### config.mk
export PLATFORM = sky130hd
export DESIGN_NAME = alu_share_ctrl
export DESIGN_NICKNAME = d
export VERILOG_FILES = /design/src/rtl/alu_share_ctrl_pkg.sv /design/src/rtl/alu_share_ctrl_rr_arb2.sv /design/src/rtl/alu_share_ctrl.sv
export SDC_FILE = /design/constraint.sdc
export NUM_CORES = 1
export LEC_CHECK = 0
export ABC_AREA = 1
export BUFFER_PORTS_ARGS = -buffer_cell sky130_fd_sc_hd__buf_2
export CAP_MARGIN = 20
export CORE_AREA = 5 5 123 137
export DETAILED_ROUTE_END_ITERATION = 12
export DIE_AREA = 0 0 128 142
export PLACE_DENSITY_LB_ADDON = 0.25
export RECOVER_POWER = 100
export SETUP_SLACK_MARGIN = 0.05
export SLEW_MARGIN = 10
export SYNTH_ARGS = -nofsm -noshare
export SYNTH_HDL_FRONTEND = slang
export SYNTH_HIERARCHICAL = 1
export SYNTH_SLANG_ARGS = --single-unit
export TNS_END_PERCENT = 5
### constraint.sdc
create_clock -name clk -period 1.35 [get_ports clk]
set_input_delay 0.0675 -clock clk [delete_from_list [all_inputs] [get_ports clk]]
set_output_delay 0.0675 -clock clk [all_outputs]
set_load 0.03 [all_outputs]
### src/rtl/alu_share_ctrl_pkg.sv
// Shared definitions for the ALU sharing controller: ALU opcodes, FSM state
// encoding and a small port-index helper.
package alu_share_ctrl_pkg;

  localparam int unsigned WIDTH_DEF   = 32;
  localparam int unsigned OPWIDTH_DEF = 6;

  localparam logic [5:0] OP_ADD = 6'd0;
  localparam logic [5:0] OP_SUB = 6'd1;
  localparam logic [5:0] OP_AND = 6'd2;
  localparam logic [5:0] OP_OR  = 6'd3;
  localparam logic [5:0] OP_XOR = 6'd4;
  localparam logic [5:0] OP_SLL = 6'd5;
  localparam logic [5:0] OP_SRL = 6'd6;
  localparam logic [5:0] OP_SRA = 6'd7;

  typedef enum logic [1:0] {
    ST_IDLE = 2'd0,
    ST_EXEC = 2'd1,
    ST_RESP = 2'd2
  } state_t;

  function automatic logic [1:0] port_onehot(input logic p);
    return p ? 2'b10 : 2'b01;
  endfunction

endpackage

### src/rtl/alu_share_ctrl_rr_arb2.sv
// Two-way round-robin picker: a lone requester wins, contention goes to the
// port that did not win last time.
module rr_arb2 (
  input  logic [1:0] rq_valid,
  input  logic       last_grant,
  output logic       grant,
  output logic       any_valid
);

  always_comb begin
    any_valid = |rq_valid;
    grant     = 1'b0;
    case (rq_valid)
      2'b01:   grant = 1'b0;
      2'b10:   grant = 1'b1;
      2'b11:   grant = ~last_grant;
      default: grant = 1'b0;
    endcase
  end

endmodule

### src/rtl/alu_share_ctrl.sv
// Shares one combinational ALU32 between two requesters: accept, execute with
// registered operands, then hold the registered result until consumed.
module alu_share_ctrl
  import alu_share_ctrl_pkg::*;
#(
  parameter int unsigned WIDTH   = 32,
  parameter int unsigned OPWIDTH = 6,
  parameter int unsigned CNTW    = 16
) (
  input  logic               clk,
  input  logic               reset,
  input  logic [1:0]         rq_valid,
  output logic [1:0]         rq_ready,
  input  logic [OPWIDTH-1:0] rq_op0,
  input  logic [OPWIDTH-1:0] rq_op1,
  input  logic [WIDTH-1:0]   rq_in1_0,
  input  logic [WIDTH-1:0]   rq_in1_1,
  input  logic [WIDTH-1:0]   rq_in2_0,
  input  logic [WIDTH-1:0]   rq_in2_1,
  output logic [1:0]         rsp_valid,
  input  logic [1:0]         rsp_ready,
  output logic [WIDTH-1:0]   rsp_data,
  output logic [OPWIDTH-1:0] alu_op,
  output logic [WIDTH-1:0]   alu_in1,
  output logic [WIDTH-1:0]   alu_in2,
  input  logic [WIDTH-1:0]   alu_out,
  output logic [CNTW-1:0]    grant_cnt0,
  output logic [CNTW-1:0]    grant_cnt1
);

  localparam logic [CNTW-1:0] CNT_ONE = CNTW'(1);

  state_t state;
  logic   g_q;
  logic   last_grant;
  logic   arb_grant;
  logic   arb_any;

  rr_arb2 u_arb (
    .rq_valid  (rq_valid),
    .last_grant(last_grant),
    .grant     (arb_grant),
    .any_valid (arb_any)
  );

  // Ready is the only combinational output; it never depends on alu_out.
  always_comb begin
    rq_ready = '0;
    if (reset && (state == ST_IDLE) && arb_any) begin
      rq_ready = port_onehot(arb_grant);
    end
  end

  always_ff @(posedge clk) begin
    if (!reset) begin
      state      <= ST_IDLE;
      g_q        <= 1'b0;
      last_grant <= 1'b1;
      rsp_valid  <= '0;
      rsp_data   <= '0;
      alu_op     <= '0;
      alu_in1    <= '0;
      alu_in2    <= '0;
      grant_cnt0 <= '0;
      grant_cnt1 <= '0;
    end else begin
      case (state)
        ST_IDLE: begin
          if (arb_any) begin
            alu_op     <= arb_grant ? rq_op1   : rq_op0;
            alu_in1    <= arb_grant ? rq_in1_1 : rq_in1_0;
            alu_in2    <= arb_grant ? rq_in2_1 : rq_in2_0;
            g_q        <= arb_grant;
            last_grant <= arb_grant;
            if (!arb_grant && (grant_cnt0 != '1)) begin
              grant_cnt0 <= grant_cnt0 + CNT_ONE;
            end
            if (arb_grant && (grant_cnt1 != '1)) begin
              grant_cnt1 <= grant_cnt1 + CNT_ONE;
            end
            state <= ST_EXEC;
          end
        end
        ST_EXEC: begin
          rsp_data  <= alu_out;
          rsp_valid <= port_onehot(g_q);
          state     <= ST_RESP;
        end
        ST_RESP: begin
          if (rsp_ready[g_q]) begin
            rsp_valid <= '0;
            state     <= ST_IDLE;
          end
        end
        default: state <= ST_IDLE;
      endcase
    end
  end

endmodule

==> key figures <==
Outcome
  – Outcome: finished, violations left
  – Violated checks: negative setup slack

Critical path
  – Crit path to: grant_cnt0[13]
  – Reg2reg setup slack: -0.11 ns
  – Worst EP required: about 1.7 ns
  – CP max stage cell: dfxtp_4
  – CP bufs+invs: 1
  – Reg2Reg Depth: 9
  – RR Startpoint: grant_cnt0[1]
  – Worst setup EP type: flip-flop
  – Critical path startpoint: grant_cnt0[1]
  – Cell family with most CP delay: simple AND/OR/NAND/NOR gates
  – Crit-path max FO: 13
  – Levels on crit path: 9
  – Slowest stage delay, CP: 0.36 ns
  – Reg2Reg Capture Point: grant_cnt0[13]
  – Worst EP arrival: ~1.8 ns
  – Critical path type: reg -> reg
  – Critical path cell sequence: ha_4 > nand2_2 > nor2_2 > nand2_2 > nor2_4 > nor2_4 > clkbuf_16 > a21oi_1 > nor2_1
  – Setup crit start kind: flip-flop

Final layout
  – NumNets Final: about 1600
  – Total of fill cells in the finished design: 1156
  – Most frequent cells in the layout: buf_2 (312), nand2_1 (240), dlygate4sd3_1 (174)
  – Fin util: 72.2%
  – Commonest non-fill, non-tap cell in the layout: buf_2
  – Share of cells above drive strength 1: between 30% and 40%
  – P&R area growth vs syn: 81.6%
  – FF+latch area: 0.00283 mm^2
  – Area occupied by multi-input gates: 0.00296 mm^2

GRT
  – Largest net degree at the start of global routing: 70
  – Total gr overflow: 0
  – GR Util All Layers: 27.8%
  – Antenna violations before repair: 3
  – First-pass GRT wire length: 41.0 mm
  – Vias in the first global route: 8270

Floorplan
  – Initial core utilization: 39.7%
  – Die Area: approximately 0.018 mm^2
  – Die W: roughly 130 um
  – Row Count: 48
  – Core area: 0.0154 mm^2
  – Die span in y: 142 um
  – # IOs: 316

Clocking
  – H-tree depth: 4
  – CTS max path bufs: 2
  – Root Buffer: clkbuf_16
  – CTS tree: yes
  – Worst-Skew Late Latency: 0.42 ns
  – Clock Sinks: 140
  – Register clock-pin slew on the reported worst setup and hold paths: 0.06 ns
  – CTS buffer count: 17

Synth
  – Largest cells by area after synthesis: dfxtp_1 (46%), nand2_1 (15%), o21ai_0 (8.5%), nor2_1 (7.9%), a31oi_1 (7.2%)
  – Synthesis-stage register bit count: 140
  – Mapped Nets: 1051
  – Ys flop type: dfxtp_1
  – EDFF count, synth: 0
  – Distinct cells, synth: 30
  – Post-synth top area share: 45.9%
  – Average size of a mapped cell: 7.01 um^2
  – Ys async rst share: 0%
  – Warnings from Yosys: 6
  – Sequential share of the synthesized area: 45.9%
  – Cell Area, Synth: 0.00611 mm^2
  – Post-synthesis cell count: ~870
  – Area leader, netlist: dfxtp_1

STA
  – Setup-failing EPs final: 45
  – RSZ-0062 raised after global routing: yes
  – Setup ws final: -0.114 ns
  – Hold Fails Final Rpt: 0
  – Fmax: 0.683 GHz
  – Period minus WS final: 1.46 ns
  – Part of the cycle the worst path needs: 108%
  – Final Max Tran Viols: 0
  – Setup Skew: 0.0124 ns
  – TNS Setup: -2.16 ns
  – Max_slew headroom: 67.3%
  – Slew @ Worst Pin: ~0.49 ns

Route
  – Post-route DRC: 0
  – Wire per inst: around 17 um
  – Final WL: 27.7 mm
  – Vias: 8455
  – Iteration-0 DRC count of the detailed router: 529
  – Drt via density: 5.21
  – Number of nets with antenna violations after routing: 0
  – DRT Pass-1 Iters: 6

Hold path
  – Hold WC Path Type: in -> reg
  – Hold path cells: 5

Place
  – GPL Wtd Cong: 0.848
  – Port bufs: 315
  – Post-detail-place hpwl: 15.4 mm

Power and ir drop
  – Leakage power: 0.00539 uW
  – Maximum VDD drop: 0.868 mV
  – Power Density: 1170 mW/mm^2

Job
  – Max Cap Viol: 0
## cells by family (layout without fill, tap and decap cells)
family / count (synthesis) / count (layout) / share of synthesized area (%)
xor gates and xnor gates: 8 / 8 / 1.15
other: 0 / 7 / 0
adders and majority gates: 2 / 2 / 0.410
buffers and inverters: 107 / 653 / 7.37
DFF: 140 / 140 / 45.9
AOI/OAI and AO/OA: 199 / 199 / 17.9
and+or+nand+nor: 415 / 415 / 27.3
## how the worst min path moves through the flow
stage / start / to / slack [ns]
after global routing: rsp_ready[1] / state[1] / 0.14
after global placement: alu_out[12] / rsp_data[12] / 0.29
after CTS: rsp_ready[0] / state[1] / 0.09
after floorplan: alu_out[0] / rsp_data[0] / 0.20
final: rsp_ready[0] / state[1] / 0.11
after detailed placement: alu_out[19] / rsp_data[19] / 0.30
## synth_stat cells, drive strengths merged (2+ instances only)
cell    count
a31oi      70
nand3      30
nor3        2
a21oi      21
ha          2
nand2     245
dfxtp     140
nand4       2
buf        16
xor2        5
nor2      134
inv        52
o21ai     106
clkbuf     39
xnor2       3
## metal layers
layer	GRT usage, %	routed length, um	up-vias	part of all wire, %
li1	-	-	3924	-
met1	30.7	9910	3864	36
met2	47.9	13800	531	50
met3	8.22	2440	136	8.8
met4	15.2	1500	0	5.4
met5	0	0	-	0
## state kept, by name (all words and copies together), names as in the netlist
signal	flops
state	2
alu_in2	32
alu_op	6
last_grant	1
rsp_valid	2
g_q	1
alu_in1	32
grant_cnt1	16
grant_cnt0	16
rsp_data	32
## stage by stage
step | hold slack [ns] | cells | cell area [um^2] | worst slack, ns | power (uW)
floorplan | 0.202 | 871 | 6150 | -0.148 | 6540
global placement | 0.287 | 1396 | 8350 | -0.0214 | 7610
detailed placement | 0.296 | 1396 | 8350 | -0.0738 | 7630
CTS | 0.0943 | 1607 | 10800 | -0.114 | 12700
global route | 0.142 | 1620 | 11100 | -0.218 | 13500
finish | 0.105 | 1624 | 11100 | -0.114 | 13000
## what timing repair did
action,CTS,global route
resized for setup,19,31
hold buffers,174,0
setup buffers,5,3
endpoints found under the hold margin,110,0
setup endpoints to repair,71,118
pin swaps,9,11
cloned,0,7
## cell type report
cell class,instances,share of cell area [%]
clock buffers,18,3.96
multi-input cells,624,26.6
repair buffers,569,38.4
inverters,52,1.85
clock inverters,14,1.29
flip-flops and latches,140,25.5
diodes,7,0.158
well taps,200,2.26
## power by group
part           switching, uW  total (uW)  leakage [uW]  internal, uW
Clock                   1880        4650      0.000294          2770
Sequential               221        4760       0.00116          4540
Combinational           2170        3620       0.00394          1450
## worst reg2reg max path: stages (launching register included)
cell       delay, ns
dfxtp_4         0.36
ha_4            0.14
nand2_2         0.05
nor2_2          0.11
nand2_2         0.09
nor2_4          0.14
nor2_4          0.07
clkbuf_16       0.17
a21oi_1         0.17
nor2_1          0.07
(Power assumes the default switching activity.)
